File: config.mk
export PLATFORM = sky130hd
export DESIGN_NAME = rule110_scheduler
export DESIGN_NICKNAME = d
export VERILOG_FILES = /design/src/rtl/rule110_pkg.sv /design/src/rtl/rule110.sv /design/src/rtl/rule110_scheduler.sv
export SDC_FILE = /design/constraint.sdc
export NUM_CORES = 1
export LEC_CHECK = 0
export CELL_PAD_IN_SITES_DETAIL_PLACEMENT = 2
export CELL_PAD_IN_SITES_GLOBAL_PLACEMENT = 2
export CORE_MARGIN = 8
export CORE_UTILIZATION = 30
export DETAILED_ROUTE_END_ITERATION = 8
export PLACE_DENSITY_LB_ADDON = 0.1
export SYNTH_ARGS = -nofsm -noshare
export SYNTH_HDL_FRONTEND = slang
export SYNTH_SLANG_ARGS = --single-unit
File: constraint.sdc
create_clock -name clk -period 2.9 [get_ports clk]
set_input_delay 0.58 -clock clk [delete_from_list [all_inputs] [get_ports clk]]
set_output_delay 0.58 -clock clk [all_outputs]
set_load 0.01 [all_outputs]
File: src/rtl/rule110_pkg.sv
// Shared types and constants for the rule-110 row scheduler.
package rule110_pkg;

    typedef enum logic [1:0] {
        IDLE   = 2'd0,
        EVAL   = 2'd1,
        COMMIT = 2'd2,
        WAIT   = 2'd3
    } state_t;

    // Bit n gives the next cell value for neighbourhood {left, centre, right} == n.
    localparam logic [7:0] RULE110_TABLE = 8'b0110_1110;

    localparam int GEN_COUNT_W = 16;

endpackage

File: src/rtl/rule110.sv
// Single rule-110 cell evaluator: table lookup on the 3-cell neighbourhood.
module rule110
    import rule110_pkg::*;
(
    input  logic left,
    input  logic center,
    input  logic right,
    output logic cell_next
);

    assign cell_next = RULE110_TABLE[{left, center, right}];

endmodule

File: src/rtl/rule110_scheduler.sv
// Evolves a circular row of cells under rule 110, one cell per clock through a
// single shared evaluator, with load, single-step and free-run control.
module rule110_scheduler
    import rule110_pkg::*;
#(
    parameter int          WIDTH       = 16,
    parameter logic [23:0] TICK_CYCLES = 24'd10_000_000
) (
    input  logic                   clk,
    input  logic                   reset,
    input  logic                   load_valid,
    input  logic [WIDTH-1:0]       load_data,
    output logic                   load_ready,
    input  logic                   cmd_step,
    input  logic                   cmd_run,
    input  logic                   cmd_stop,
    output logic                   busy,
    output logic                   running,
    output logic                   gen_done,
    output logic [WIDTH-1:0]       row_out,
    output logic [GEN_COUNT_W-1:0] gen_count,
    output logic [1:0]             fsm_state
);

    // Handshake: a load transfers on any edge where load_valid && load_ready;
    // load_ready is a pure decode of IDLE, so it never depends on load_valid.

    localparam int              IDX_W    = $clog2(WIDTH);
    localparam logic [IDX_W-1:0] LAST_IDX = IDX_W'(WIDTH - 1);

    state_t            state;
    logic [IDX_W-1:0]  idx;
    logic [IDX_W-1:0]  left_idx;
    logic [IDX_W-1:0]  right_idx;
    logic [WIDTH-1:0]  next_row;
    logic [WIDTH-1:0]  next_row_upd;
    logic [23:0]       tick_cnt;
    logic              cell_out;

    assign load_ready = (state == IDLE);
    assign busy       = (state != IDLE);
    assign fsm_state  = state;

    // Circular neighbours by compare so non-power-of-two widths wrap correctly.
    always_comb begin
        left_idx  = (idx == LAST_IDX) ? '0 : idx + IDX_W'(1);
        right_idx = (idx == '0) ? LAST_IDX : idx - IDX_W'(1);
    end

    rule110 u_cell (
        .left      (row_out[left_idx]),
        .center    (row_out[idx]),
        .right     (row_out[right_idx]),
        .cell_next (cell_out)
    );

    always_comb begin
        next_row_upd      = next_row;
        next_row_upd[idx] = cell_out;
    end

    always_ff @(posedge clk) begin
        if (reset) begin
            state     <= IDLE;
            idx       <= '0;
            next_row  <= '0;
            row_out   <= '0;
            gen_count <= '0;
            running   <= 1'b0;
            gen_done  <= 1'b0;
            tick_cnt  <= '0;
        end else begin
            gen_done <= 1'b0;
            if (cmd_stop) begin
                running <= 1'b0;
            end
            case (state)
                IDLE: begin
                    if (load_valid) begin
                        row_out   <= load_data;
                        gen_count <= '0;
                    end else if (cmd_run && !cmd_stop) begin
                        running <= 1'b1;
                        idx     <= '0;
                        state   <= EVAL;
                    end else if (cmd_step) begin
                        idx   <= '0;
                        state <= EVAL;
                    end
                end
                EVAL: begin
                    next_row <= next_row_upd;
                    // The commit is registered on entry so the new row and the
                    // done pulse are both visible during the COMMIT cycle.
                    if (idx == LAST_IDX) begin
                        row_out   <= next_row_upd;
                        gen_count <= gen_count + 1'b1;
                        gen_done  <= 1'b1;
                        state     <= COMMIT;
                    end else begin
                        idx <= idx + IDX_W'(1);
                    end
                end
                COMMIT: begin
                    if (running && !cmd_stop) begin
                        tick_cnt <= TICK_CYCLES - 24'd1;
                        state    <= WAIT;
                    end else begin
                        state <= IDLE;
                    end
                end
                WAIT: begin
                    if (!running || cmd_stop) begin
                        state <= IDLE;
                    end else if (tick_cnt == '0) begin
                        idx   <= '0;
                        state <= EVAL;
                    end else begin
                        tick_cnt <= tick_cnt - 24'd1;
                    end
                end
                default: state <= IDLE;
            endcase
        end
    end

endmodule
After elaboration in Yosys (flattened, before gate mapping)
Memories as Yosys holds them, arrays and structs flattened.
Index checks and enable logic that the tools add are counted.
{"block": "totals", "mem_bits_ro": 8, "in_bits": 22, "out_inout_bits": 38, "n_memories": 1, "regBits": 80, "word_cells": 93}
{"block": "op_classes", "add_sub_neg": 4, "n_eq_ne": 14, "bitwise_logic": 1, "order_cmp": 5, "muxes": 42, "n_reduce_logical": 18}
{"memory": "(no name shown)", "words": 8, "width": 1, "read_ports": 1, "rd_clocked_by_memory_dff": 0, "wr": 0, "line": "rule110.sv:11", "source": "assign cell_next = RULE110_TABLE[{left, center, right}];"}
{"operator": "24-bit two-way mux", "count": 3}
{"operator": "16-bit two-way mux", "count": 4}
{"operator": "16-bit case mux with 2 select lines", "count": 2}
{"operator": "24-bit case mux with 2 select lines", "count": 1}
{"operator": "4-bit two-way mux", "count": 8}
{"operator": "24-bit logical NOT", "count": 1}
{"operator": "24-bit by 1-bit subtractor with 24-bit output (second input constant)", "count": 1}
{"operator": "16-bit by 1-bit adder with 16-bit output (second input constant)", "count": 1}
{"operator": "16-bit bitwise mux", "count": 1}
{"operator": "2-bit != test (second input constant)", "count": 8}
{"operator": "4-bit by 5-bit less-than comparator with 1-bit output (second input constant)", "count": 3}
{"operator": "2-bit two-way mux", "count": 7}
{"operator": "1-bit binary-select mux with 4-bit select", "count": 3}
{"operator": "4-bit case mux with 3 select lines", "count": 1}
{"operator": "1-bit two-way mux", "count": 10}
{"operator": "2-bit case mux with 4 select lines", "count": 1}
{"operator": "4-bit AND reduction", "count": 2}
{"operator": "6-bit AND reduction", "count": 1}
{"operator": "2-bit nonzero test", "count": 3}
{"operator": "4-bit by 1-bit adder with 4-bit output (second input constant)", "count": 1}
{"operator": "1-bit demux with 4-bit select", "count": 1}
{"operator": "2-bit equality test (second input constant)", "count": 2}
{"operator": "4-bit equality test (second input constant)", "count": 1}
{"operator": "4-bit by 1-bit greater-or-equal comparator with 1-bit output (second input constant)", "count": 1}
{"operator": "14 further kinds", "count": 17}

Longest topological paths before layout
{"block": "logic_depth", "ltp_word": 9, "depth_mapped": 15, "depth_no_buf": 13}

By module
From an unflattened synthesis, not the netlist that was laid out.
{"block": "hier_totals", "hier_cells": 579, "hier_area_um2": 4744.6}
{"mod": "rule110_scheduler", "area_per_inst_um2": 4715.8, "seq_area_each_um2": 1601.5, "cells_per_inst": 574, "instances": 1}
{"mod": "rule110", "area_per_inst_um2": 28.8, "seq_area_each_um2": 0.0, "cells_per_inst": 5, "instances": 1}

Worst setup path before layout
Ideal clock, no wire load.
{"block": "synth_timing", "kind": "register -> register", "startpoint": "register idx[0]", "endpoint": "register next_row[10]", "period_less_slack_ns": 3.135, "stages_incl_launch_ff": 16, "path_slack_ns": -0.235, "path_buffers": 4, "arrival_time_ns": 2.987, "t_required_ns": 2.752, "setup_time_ns": 0.148, "cell_sequence": "dfxtp_1 -> buf_6 -> inv_1 -> ha_1 -> clkbuf_1 -> a21o_1 -> buf_2 -> mux2i_1 -> mux2i_1 -> mux4_2 -> inv_1 -> ha_1 -> inv_1 -> mux2i_2 -> buf_6 -> a311oi_2"}
{"block": "synth_via", "elab_chain_len": 7, "elab_cells_between_ends": 20, "classes_between": "add/sub: 2; order compare: 2; eq/ne: 1; mux: 12; reduce/logical: 2; memory: 1"}
{"element": "from (decl)", "line": "rule110_scheduler.sv:32", "source": "logic [IDX_W-1:0] idx;"}
{"element": "from (signal assigned)", "line": "rule110_scheduler.sv:101", "source": "idx <= idx + IDX_W'(1);"}
{"element": "4-bit by 1-bit subtractor with 4-bit output (tied with other cells)", "line": "rule110_scheduler.sv:47", "source": "right_idx = (idx == '0) ? LAST_IDX : idx - IDX_W'(1);"}
{"element": "4-bit two-way mux (on tied branches)", "line": "rule110_scheduler.sv:47, rule110_scheduler.sv:46"}
{"element": "1-bit binary-select mux with 4-bit select (on tied branches)", "line": "rule110_scheduler.sv:53, rule110_scheduler.sv:51"}
{"element": "1-bit two-way mux (on tied branches)", "line": "rule110_scheduler.sv:53, rule110_scheduler.sv:51"}
{"element": "memory read 8 x 1 bit"}
{"element": "1-bit two-way mux (not written as such)", "line": "rule110.sv:11"}
{"element": "16-bit bitwise mux (*)", "line": "rule110_scheduler.sv:59", "source": "next_row_upd[idx] = cell_out;"}
{"element": "to (signal assigned)", "line": "rule110_scheduler.sv:92", "source": "next_row <= next_row_upd;"}
{"element": "to (decl)", "line": "rule110_scheduler.sv:35", "source": "logic [WIDTH-1:0] next_row;"}
Mark *: on every way between the ends. The rest lies on a longest branch, timed or not. The select of a mux whose other input is x is not followed.
A chain may end at the register's enable or synchronous reset.

Final worst setup path
{"block": "layout_timing", "startpoint": "register idx[0]", "endpoint": "register next_row[6]"}
Same word-level chain as after synthesis.

==> results.md <==
- Core Region: roughly 15000 um^2
- Hold Vio Cnt, Final: 0
- Initial antenna violation count: 0
- Post-Syn Nets: 571
- Type of origin of the critical path: flip-flop
- Largest net degree at the start of global routing: 33
- CTS Sinks: 79
- Yosys top cell area share: 34.2%
- Internal power: 2900 uW
- Worst Hold Class: flip-flop to flip-flop
- P per Cell Area: 825 nW/um^2
- Cell taking the most area after synthesis: dfxtp_1
- RSZ-0062 raised after global routing: false
- First-pass GRT wire length: 26.0 mm
- Hold buffer count at CTS: 0
- Final GP Congestion: roughly 0.8
- Sequential share of power: ~29%
- Worst-Margin Slew: just under 0.5 ns
- Leak: 0.00212 uW
- Via count: 4350
- Crit-path max FO: 19
- First DRT Iteration DRCs: 132
- Num rows: 45
- Total GRT Usage: 16.7%
- Synth Register Bits: between 70 and 80
- Post-synth EDFFs: 0
- Max Fclk: 370 MHz
- Mean routed wirelength per cell: 20.5 um
- Root Driver: clkbuf_16
- Pins Over Slew Limit: 0
- Clock transition at path regs: ~0.07 ns
- Crit. End Element: flip-flop
- Tmin final: around 2.7 ns
- Setup violators final: 0
- Async SR Flop Fraction: 0%
- Sw Pwr: 1940 uW
- Placed Area: 5540 um^2
- Post-DRT Antenna Nets: 0
- Vias in the first global route: about 4800
- Clock share of power: 23.9%
- Num CTS Buffers: 9
- Status: complete, no violations
- Sw frac: 40.0%
- Post-route setup TNS: 0 ns
- Layout cell share with drive strength beyond 1: 15.8%
- Comb pwr share: 47.5%
- Mapped Cells: 536
- Synth Warn #: 0
- Initial core utilization: 30.6%
- Drt drc: 0
- GR Overflow Total: 0
- Most used DFF post-synth: dfxtp_1
- CTS tree: done
- Cell area after layout: slightly below 6000 um^2
- Mapped Area: between 4000 and 5000 um^2
- Clock latency on the worst-skew pair: ~0.35 ns
- Post-CTS Setup Bufs: 0
- Final #Nets: 636
- Clock Path Buffers: 2
- Synth top area cells: dfxtp_1 34%, a21oi_1 6.8%, nor2_1 5.4%
- Final clock skew: 0.0110 ns
- # IOs: 60
- CP Data Required Time: 3.12 ns
- Layout fillers: approximately 1700
- Die Y: 140 um
- Sequential-to-total area share from yosys stat: roughly a third
- WP data arrival: 2.92 ns
- Slew Limit Headroom: 66.7%
- Syn Area/Cell: 8.63 um^2
- Period Utilization, post-route: 93.3%
- Routed WL: 16.3 mm
- Diode count: 0
- DP Wirelength: 12.4 mm
- Maxcap violations: 0
- Crit path kind: flip-flop to flip-flop
- IO buf count: a little under 60
- Die width: approximately 140 um
- Die area: roughly 20000 um^2
- VDD IR max: 0.000395 V
- Initial DRT Pass Iterations: 4
- Synth cell types: 63
- P&R area growth vs syn: 26.8%
- H-tree Lvls: 3
- Number of vias per cell: 5.48
[cell usage in the layout (no fill, tap or decap), types with 11 or more instances in the layout]
| master | count |
|---|---|
| a211oi_1 | 13 |
| a21oi_1 | 63 |
| buf_4 | 34 |
| clkdlybuf4s50_1 | 58 |
| dfxtp_1 | 79 |
| ha_1 | 11 |
| inv_1 | 16 |
| mux2i_1 | 18 |
| nand2_1 | 15 |
| nand3_1 | 26 |
| nor2_1 | 67 |
| nor3_1 | 18 |
| xor2_1 | 28 |
[final timing paths]
check	startpoint	endpoint	slack, ns	cells after the start
worst max-delay path	idx[0]	next_row[6]	0.19	9
worst min-delay path	next_row[4]	next_row[4]	0.50	2
worst max register to register	idx[0]	next_row[6]	0.19	9
worst min register to register	next_row[4]	next_row[4]	0.50	2
[cell families (layout without fill, tap and decap cells)]
kind of cell / after synthesis / count (layout) / synth area share, %
AND/OR/NAND/NOR: 185 / 185 / 20.6
AO/OA/AOI/OAI: 138 / 138 / 21.2
flip-flops: 79 / 79 / 34.2
buffers and inverters: 59 / 129 / 6.22
XOR/XNOR: 34 / 34 / 6.43
multiplexers: 28 / 28 / 7.81
adder cells (fa/ha/maj): 13 / 13 / 3.51
[sequential cells by signal, indices dropped and copies added (netlist names)]
name and cells:
tick_cnt 24, gen_count 16, row_out 16, next_row 15
idx 4, fsm_state 2, gen_done 1, running 1
[metal layers]
metal / up-vias / share of wire [%] / global-route usage (%)
li1: 2078 / - / -
met1: 2191 / 46 / 20.0
met2: 62 / 49 / 29.2
met3: 19 / 3.2 / 2.99
met4: 0 / 1.7 / 6.00
met5: - / 0 / 0
[stage by stage]
stage	util (%)	std cells	hold slack, ns	power, uW	setup slack [ns]
2_1_floorplan	-	536	0.454	2720	0.0264
3_3_place_gp	36.6	778	0.470	3600	0.129
6_report	38.7	794	0.496	4840	0.194
5_1_grt	38.7	794	0.523	5120	0.0125
3_5_place_dp	36.6	778	0.489	3660	0.0251
4_1_cts	38.5	794	0.500	4850	0.0115
[synthesized netlist by cell type, types with 3 or more instances]
master and instances:
or4_1 3, and3_1 5, nand2_1 15, a21oi_1 63, xor2_1 28, nor4_1 5
dfxtp_1 79, a311oi_1 4, a21o_1 4, xnor2_1 6, o21ai_0 8, nand3b_1 3
a31o_2 4, nand2b_1 3, buf_1 5, buf_6 6, a31oi_1 6, inv_1 18
a311oi_2 9, mux2i_1 19, or3_1 5, mux4_2 6, and2_1 7, nor3_1 18
ha_1 13, clkbuf_1 25, nor2_1 67, nand4_1 7, nor2b_1 4, nand4b_1 9
nand3_1 26, a211oi_1 13
[cell type report]
class / instances / area [um^2] / share of cell area (%)
Timing Repair Buffer: 95 / 881 / 15.0
Tap cell: 188 / 235 / 4.01
Sequential cell: 79 / 1580 / 27.0
Clock inverter: 5 / 56.3 / 0.960
Inverter: 18 / 67.6 / 1.15
Clock buffer: 11 / 233 / 3.97
Multi-Input combinational cell: 398 / 2810 / 47.9
[critical path, cell delays in order, from the launching register on]
cell and delay (ns):
dfxtp_1 0.34, buf_4 0.27, ha_1 0.35, xor2_1 0.34, o31a_1 0.21, o221ai_2 0.12, a32oi_4 0.34, mux2i_4 0.31
buf_12 0.18, a311oi_2 0.10
[what timing repair did]
item                                    4_1_cts  5_1_grt
gates cloned                                  0        0
pin swaps                                     0        4
resized for setup                             1        7
endpoints found under the setup margin        1       21
[power groups by stage]
stage                     registers [uW]  logic, uW  clock network (uW)
after floorplan                     1420       1300                   0
after global placement              1410       2190                   0
after detailed placement            1410       2250                   0
after CTS                           1390       2270                1190
after global routing                1400       2490                1230
final                               1390       2300                1150
Power figures use the tool's default switching activity.
